`config.mk`:
```
export PLATFORM = sky130hd
export DESIGN_NAME = dmem_arbiter_flat
export DESIGN_NICKNAME = d
export VERILOG_FILES = /design/src/rtl/dmem_arbiter_if.sv /design/src/rtl/dmem_arbiter.sv /design/src/flat_wrapper.sv
export SDC_FILE = /design/constraint.sdc
export NUM_CORES = 1
export LEC_CHECK = 0
export ABC_AREA = 1
export ABC_CLOCK_PERIOD_IN_PS = 4260
export BUFFER_PORTS_ARGS = -buffer_cell sky130_fd_sc_hd__buf_4
export CAP_MARGIN = 40
export CORE_AREA = 2 2 272 274
export DETAILED_ROUTE_END_ITERATION = 10
export DIE_AREA = 0 0 274 276
export GPL_TIMING_DRIVEN = 1
export PLACE_DENSITY = 0.36
export SLEW_MARGIN = 20
export SYNTH_ARGS = -nofsm -noshare
export SYNTH_HDL_FRONTEND = slang
export SYNTH_SLANG_ARGS = --single-unit
```
`constraint.sdc`:
```
create_clock -name clk -period 4.26 [get_ports clk]
set_clock_uncertainty 0.15 [all_clocks]
set_input_delay 0 -clock clk [delete_from_list [all_inputs] [get_ports clk]]
set_output_delay 0 -clock clk [all_outputs]
set_load 0.05 [all_outputs]
```
`src/rtl/dmem_arbiter_if.sv`:
```
// Host loader bus for dmem_arbiter.
// host_lock exists only when DMEM_ARB_HOST_LOCK_EN is defined.
interface dmem_arbiter_if #(
  parameter int ADDR_W = 32,
  parameter int DATA_W = 16
);
  logic              host_valid;
  logic              host_we;
  logic [ADDR_W-1:0] host_addr;
  logic [DATA_W-1:0] host_wdata;
  logic              host_ready;
  logic              host_rvalid;
  logic [DATA_W-1:0] host_rdata;
`ifdef DMEM_ARB_HOST_LOCK_EN
  logic              host_lock;

  modport master (
    output host_valid, host_we, host_addr, host_wdata, host_lock,
    input  host_ready, host_rvalid, host_rdata
  );
  modport slave (
    input  host_valid, host_we, host_addr, host_wdata, host_lock,
    output host_ready, host_rvalid, host_rdata
  );
`else
  modport master (
    output host_valid, host_we, host_addr, host_wdata,
    input  host_ready, host_rvalid, host_rdata
  );
  modport slave (
    input  host_valid, host_we, host_addr, host_wdata,
    output host_ready, host_rvalid, host_rdata
  );
`endif
endinterface

```
`src/rtl/dmem_arbiter.sv`:
```
// Data memory arbiter between the SIMD processor and the host loader.
// The processor has fixed priority; a starvation counter forces a host slot
// after STARVE_MAX blocked cycles. Defining DMEM_ARB_HOST_LOCK_EN adds a
// host_lock input giving the host exclusive ownership.
module dmem_arbiter #(
  parameter int ADDR_W     = 32,
  parameter int DATA_W     = 16,
  parameter int VEC_W      = 256,
  parameter int STARVE_MAX = 8
) (
  input  logic              clk,
  input  logic              reset,
  input  logic              cpu_req,
  input  logic              cpu_we,
  input  logic              cpu_src_sel,
  input  logic [ADDR_W-1:0] cpu_addr,
  input  logic [DATA_W-1:0] cpu_wdata,
  input  logic [VEC_W-1:0]  cpu_wdata_b,
  output logic              cpu_stall,
  dmem_arbiter_if.slave     host,
  output logic              mem_we,
  output logic              mem_src_sel,
  output logic [ADDR_W-1:0] mem_addr,
  output logic [DATA_W-1:0] mem_wdata,
  output logic [VEC_W-1:0]  mem_wdata_b,
  input  logic [DATA_W-1:0] mem_q_a
);

  localparam logic [7:0] STARVE_LIM = 8'(STARVE_MAX);

  logic [7:0] starve_cnt;
  logic       rd_pend;
  logic       sel_host;
  logic       lock_act;

`ifdef DMEM_ARB_HOST_LOCK_EN
  typedef enum logic {ARB, LOCKED} state_t;
  state_t state;

  // Lock applies only while registered LOCKED and host_lock is still high,
  // so arbitration resumes in the very cycle host_lock falls.
  assign lock_act = (state == LOCKED) && host.host_lock;

  // Lock FSM: follows host_lock with one cycle of entry latency
  always_ff @(posedge clk or negedge reset) begin
    if (!reset) begin
      state <= ARB;
    end else begin
      case (state)
        ARB:     state <= host.host_lock ? LOCKED : ARB;
        LOCKED:  state <= host.host_lock ? LOCKED : ARB;
        default: state <= ARB;
      endcase
    end
  end
`else
  assign lock_act = 1'b0;
`endif

  // Grant, stall and memory mux; all gated low while reset is asserted.
  // A stalled processor never commits a write, which only matters while locked.
  always_comb begin
    sel_host        = reset && host.host_valid &&
                      (lock_act || !cpu_req || (starve_cnt == STARVE_LIM));
    cpu_stall       = reset && cpu_req && (sel_host || lock_act);
    host.host_ready = sel_host;
    if (sel_host) begin
      mem_we      = host.host_we;
      mem_src_sel = 1'b0;
      mem_addr    = host.host_addr;
      mem_wdata   = host.host_wdata;
      mem_wdata_b = '0;
    end else begin
      mem_we      = reset && cpu_req && cpu_we && !cpu_stall;
      mem_src_sel = cpu_src_sel;
      mem_addr    = cpu_addr;
      mem_wdata   = cpu_wdata;
      mem_wdata_b = cpu_wdata_b;
    end
    host.host_rvalid = rd_pend;
    host.host_rdata  = rd_pend ? mem_q_a : '0;
  end

  // Starvation counter and one-cycle host read tracking
  always_ff @(posedge clk or negedge reset) begin
    if (!reset) begin
      starve_cnt <= '0;
      rd_pend    <= 1'b0;
    end else begin
      rd_pend <= sel_host && !host.host_we;
      if (lock_act || sel_host || !host.host_valid) begin
        starve_cnt <= '0;
      end else if (cpu_req && (starve_cnt != STARVE_LIM)) begin
        starve_cnt <= starve_cnt + 8'd1;
      end
    end
  end

endmodule

```
`src/flat_wrapper.sv`:
```
// flat-port wrapper written by rule: the top's interface ports become plain ports
module dmem_arbiter_flat 
#(
  parameter int ADDR_W     = 32,
  parameter int DATA_W     = 16,
  parameter int VEC_W      = 256,
  parameter int STARVE_MAX = 8
)
  (clk, reset, cpu_req, cpu_we, cpu_src_sel, cpu_addr, cpu_wdata, cpu_wdata_b, cpu_stall, mem_we, mem_src_sel, mem_addr, mem_wdata, mem_wdata_b, mem_q_a, host_host_valid, host_host_we, host_host_addr, host_host_wdata, host_host_ready, host_host_rvalid, host_host_rdata);
  dmem_arbiter_if #(.ADDR_W(ADDR_W), .DATA_W(DATA_W)) host_i ();
  input  logic clk;
  input  logic reset;
  input  logic cpu_req;
  input  logic cpu_we;
  input  logic cpu_src_sel;
  input  logic [ADDR_W-1:0] cpu_addr;
  input  logic [DATA_W-1:0] cpu_wdata;
  input  logic [VEC_W-1:0] cpu_wdata_b;
  output logic cpu_stall;
  output logic mem_we;
  output logic mem_src_sel;
  output logic [ADDR_W-1:0] mem_addr;
  output logic [DATA_W-1:0] mem_wdata;
  output logic [VEC_W-1:0] mem_wdata_b;
  input  logic [DATA_W-1:0] mem_q_a;
  input wire logic [$bits(host_i.host_valid)-1:0] host_host_valid;
  input wire logic [$bits(host_i.host_we)-1:0] host_host_we;
  input wire logic [$bits(host_i.host_addr)-1:0] host_host_addr;
  input wire logic [$bits(host_i.host_wdata)-1:0] host_host_wdata;
  output wire logic [$bits(host_i.host_ready)-1:0] host_host_ready;
  output wire logic [$bits(host_i.host_rvalid)-1:0] host_host_rvalid;
  output wire logic [$bits(host_i.host_rdata)-1:0] host_host_rdata;
  assign host_i.host_valid = host_host_valid;
  assign host_i.host_we = host_host_we;
  assign host_i.host_addr = host_host_addr;
  assign host_i.host_wdata = host_host_wdata;
  assign host_host_ready = host_i.host_ready;
  assign host_host_rvalid = host_i.host_rvalid;
  assign host_host_rdata = host_i.host_rdata;
  dmem_arbiter #(.ADDR_W(ADDR_W), .DATA_W(DATA_W), .VEC_W(VEC_W), .STARVE_MAX(STARVE_MAX)) u_core (.clk(clk), .reset(reset), .cpu_req(cpu_req), .cpu_we(cpu_we), .cpu_src_sel(cpu_src_sel), .cpu_addr(cpu_addr), .cpu_wdata(cpu_wdata), .cpu_wdata_b(cpu_wdata_b), .cpu_stall(cpu_stall), .host(host_i), .mem_we(mem_we), .mem_src_sel(mem_src_sel), .mem_addr(mem_addr), .mem_wdata(mem_wdata), .mem_wdata_b(mem_wdata_b), .mem_q_a(mem_q_a));
endmodule
```
Yosys cells after proc, flatten, opt, wreduce, memory -nomap -nowiden. Index checks and enable logic that the tools add are counted.

Register bits after elaboration: 9. Input port bits: 375. Word-level logic and storage cells: 28.

$add $sub $neg: 1. Equal/unequal tests: 2. Muxes and demuxes: 8. Reductions and logical operators: 15.

Operators by type and width (count): two-way mux 256 bit (1); two-way mux 16 bit (2); two-way mux 32 bit (1); two-way mux 8 bit (2); adder 8 x 1 -> 8 bit, second input constant (1); equality test 8 x 4 -> 1 bit, second input constant (1); logical AND 1 bit (8); inequality test 8 x 4 -> 1 bit, second input constant (1); zero test 1 bit (4); logical OR 1 bit (2); two-way mux 1 bit (2); nonzero test 2 bit (1).

Logic depth before layout (Yosys ltp).
Depth in word-level cells: 7. Depth in mapped cells: 12. Gate-level depth less buffers: 10.

Least setup slack after synthesis. No wires, ideal clock.

Path kind: register to output. From: reg u_core.starve_cnt[0]. To: out mem_wdata_b[246]. Arrival: 2.080 ns. Path slack: 2.030 ns. Cell stages (with the launch flop): 12. Path buffers: 2. Cell sequence: dfrtp_1 -> inv_1 -> ha_1 -> nand2_1 -> nor2_1 -> nand2_2 -> nand2_2 -> nand2_4 -> inv_2 -> buf_6 -> buf_2 -> nor2_1.

Word-level cells in the longest chain between the ends: 4.

RTL lines: start, declared (RTL line dmem_arbiter.sv:31) `logic [7:0] starve_cnt;`; start signal, assigned (RTL line dmem_arbiter.sv:94) `starve_cnt <= starve_cnt + 8'd1;`; equality test 8 x 4 -> 1 bit (RTL line dmem_arbiter.sv:64) `(lock_act || !cpu_req || (starve_cnt == STARVE_LIM));`; logical OR 1 bit (RTL line dmem_arbiter.sv:64); logical AND 1 bit (RTL line dmem_arbiter.sv:63) `sel_host = reset && host.host_valid &&`; net host_host_ready (RTL line flat_wrapper.sv:30) `output wire logic [$bits(host_i.host_ready)-1:0] host_host_ready;`; two-way mux 256 bit (RTL line dmem_arbiter.sv:67) `if (sel_host) begin`; end, declared (RTL line flat_wrapper.sv:24) `output logic [VEC_W-1:0] mem_wdata_b;`.

The timed path passes the listed nets, and every way through them passes these cells.

Final worst setup path.
From: in reset. To: out mem_wdata_b[246].

Word-level cells in the longest chain between the ends: 3.

RTL lines: start, declared (RTL line flat_wrapper.sv:12) `input logic reset;`; logical AND 1 bit (2 in a row) (RTL line dmem_arbiter.sv:63); two-way mux 256 bit (RTL line dmem_arbiter.sv:67).

Every way passes these cells.

==> flow_summary.json <==
{
  "ant_nets": 0,
  "post-place-ws_ns": 1.46,
  "ys_seq_elements": 9,
  "worst_hold_slack_ns": 0.0196,
  "layout_common_cells": "buf_4 (705), inv_1 (286), nor2_1 (250), nand2_1 (184), nor2_2 (20)",
  "die_x_um": 274,
  "place_area_mm2": 0.00979,
  "cpMostUsedCell": "buf_4",
  "area_delta_synth_final_pct": 176,
  "switching_share": 0.601,
  "netlist_instances": 822,
  "synthDistinctLibCells": 18,
  "slowest_stage": "dlygate4sd3_1",
  "outcome": "complete, no violations",
  "numCtsBuffers": 3,
  "start_kind": "input pin",
  "p_comb_frac": 0.863,
  "grt-ovfl-total": 0,
  "finalCritPeriodShare": 0.710,
  "grt_pass1_wl_mm": 59.9,
  "grt_max_degree": 116,
  "die_area_mm2": 0.0756,
  "drc": 0,
  "rows": 99,
  "p_int_uw": 764,
  "drtIter0Drc": 243,
  "layout_min_cycle_time_ns": 3.03,
  "worst_slew_margin_rel": 0.478,
  "drive_gt1_frac": 0.492,
  "netlist.area_leader.share": 0.299,
  "num_vias": 7074,
  "finalSetupTns_ns": 0,
  "insertion_delay_ns": 0.24,
  "worstSetupPathType": "input pin to output port",
  "leakage_nw": 6.23,
  "clockPowerShare": 0.090,
  "yosys-top-cells-area": "inv_1 (30%), nor2_1 (26%), nand2_1 (19%)",
  "crit_path_end_kind": "output port",
  "slew_violations": 0,
  "synth_top_cell_by_area": "inv_1",
  "grt_usage": 0.115,
  "synth_area_per_cell_um2": 4.37,
  "cap_violations": 0,
  "finalHoldViolations": 0,
  "powerDensity_mw_per_mm2": 193,
  "path_clk_slew_ns": 0.04,
  "layout.cells.non_filler": 2462,
  "grt_pass1_vias": 7214,
  "clock.fmax_mhz": 331,
  "die_h_um": 276,
  "rsz0062_at_grt": "false",
  "post-cts-setup-buffer-count": 0,
  "dr.pass1.iters": 5,
  "ir_worst_vdd_uv": 88.0,
  "hpwl_mm": 42.8,
  "io_buffers": 699,
  "layout.nets": 1875,
  "syn-cell-area_mm2": 0.00359,
  "worst-endpoint-required_ns": 4.11,
  "setup_viol": 0,
  "detail_route.wl_per_cell_um": 18.9,
  "place_congestion": 0.847,
  "nFillCells": 8687,
  "cp_cell_sequence": "dlygate4sd3_1 -> dlygate4sd3_1 -> buf_4 -> nand2_1 -> inv_1 -> nand2_4 -> inv_8 -> buf_4 -> nor2_1 -> buf_4",
  "power.switching_mw": 1.15,
  "via_per_inst": 2.87,
  "hold_class": "input pin to register",
  "antenna_found_initial": 24,
  "start_util": 0.0495,
  "dp_cells": 2447,
  "cp.arrival_ns": 2.88,
  "core_mm2": 0.0726,
  "cts_buffer_depth": 2,
  "pwr-share-seq": 0.047,
  "clock-sinks": 9,
  "cts_htree_levels": 1,
  "synth_fp_nets": 1199,
  "pin_count": 700,
  "path_max_fanout": 115,
  "seq_area_frac_synth": 0.0627,
  "yosysWarnings": 0,
  "tightest_slew_ns": 0.783,
  "wirelength_mm": 46.6,
  "tritoncts": "done",
  "cpPeakStageDelay_ns": 0.55,
  "design_area_mm2": 0.00994,
  "cts-root-buf": "clkbuf_16",
  "timing.final.ws_setup_ns": 1.23,
  "layout_commonest_cell": "buf_4"
}
## worst max-delay path, delay by kind of cell
family                 cells  cell delay [ns]
and+or+nand+nor            3             0.25
buffers and inverters      7             2.55
## layer usage
metal,up-vias,routed length [µm],track usage
met5,-,196,0
met4,36,964,0.0215
met3,59,5510,0.0547
met2,425,23300,0.214
li1,3526,-,-
met1,3028,16700,0.117
## timing repair
item,in CTS,in global routing
hold buffers,5,0
gates resized for setup,0,0
endpoints found under the hold margin,12,0
## final timing paths
path / cells past startpoint / from / to / slack, ns
min: 5 / cpu_req / u_core.starve_cnt[7] / 0.02
max: 10 / reset / mem_wdata_b[246] / 1.23
min reg2reg: 2 / u_core.starve_cnt[4] / u_core.starve_cnt[4] / 0.45
max in group asynchronous: 4 / reset / u_core.starve_cnt[5] / 2.61
max reg2reg: 10 / u_core.starve_cnt[0] / u_core.starve_cnt[2] / 1.99
min in group asynchronous: 3 / reset / u_core.host.host_rvalid / 0.51
## through the flow
step	util	total power, mW
global placement	0.135	1.78
floorplan	-	1.03
global route	0.137	2.02
detailed placement	0.135	1.78
CTS	0.137	1.96
finish	0.137	1.92
## synthesized netlist by cell type
library cell,instances
inv_1,286
nor2_1,250
nand2_1,184
buf_6,21
nor2_2,20
nand3_1,17
buf_2,11
dfrtp_1,9
clkbuf_1,8
o21ai_0,3
buf_12,2
ha_1,2
inv_2,2
nand2_2,2
nor3_1,2
a21oi_1,1
nand2_4,1
nand3b_1,1
## logic make-up (layout without fill, tap and decap cells)
family          count (synthesis)  in the layout  share of synthesized area
fa+ha+maj                       2              2                    0.00696
flops                           9              9                     0.0627
other cells                     0              6                          0
simple gates                  477            477                      0.523
buf+inv                       330           1005                      0.401
compound gates                  4              4                    0.00557
## power groups by stage
stage	Combinational [mW]	Sequential (mW)	Clock, mW
finish	1.65	0.0903	0.172
global route	1.75	0.0906	0.180
floorplan	0.937	0.0908	0
global placement	1.69	0.0915	0
detailed placement	1.69	0.0915	0
CTS	1.69	0.0903	0.176
## registers in the layout, indices dropped and copies added (netlist names)
signal	count
u_core.host.host_rvalid	1
u_core.starve_cnt	8
## layout make-up
| type | count | area, µm² | area share |
|---|---|---|---|
| Antenna cell | 6 | 15.0 | 0.00151 |
| Clock buffer | 4 | 78.8 | 0.00793 |
| Timing Repair Buffer | 713 | 5400 | 0.544 |
| Tap cell | 959 | 1200 | 0.121 |
| Inverter | 288 | 1090 | 0.110 |
| Sequential cell | 9 | 225 | 0.0227 |
| Multi-Input combinational cell | 483 | 1930 | 0.194 |
Power figures use the tool's default switching activity.
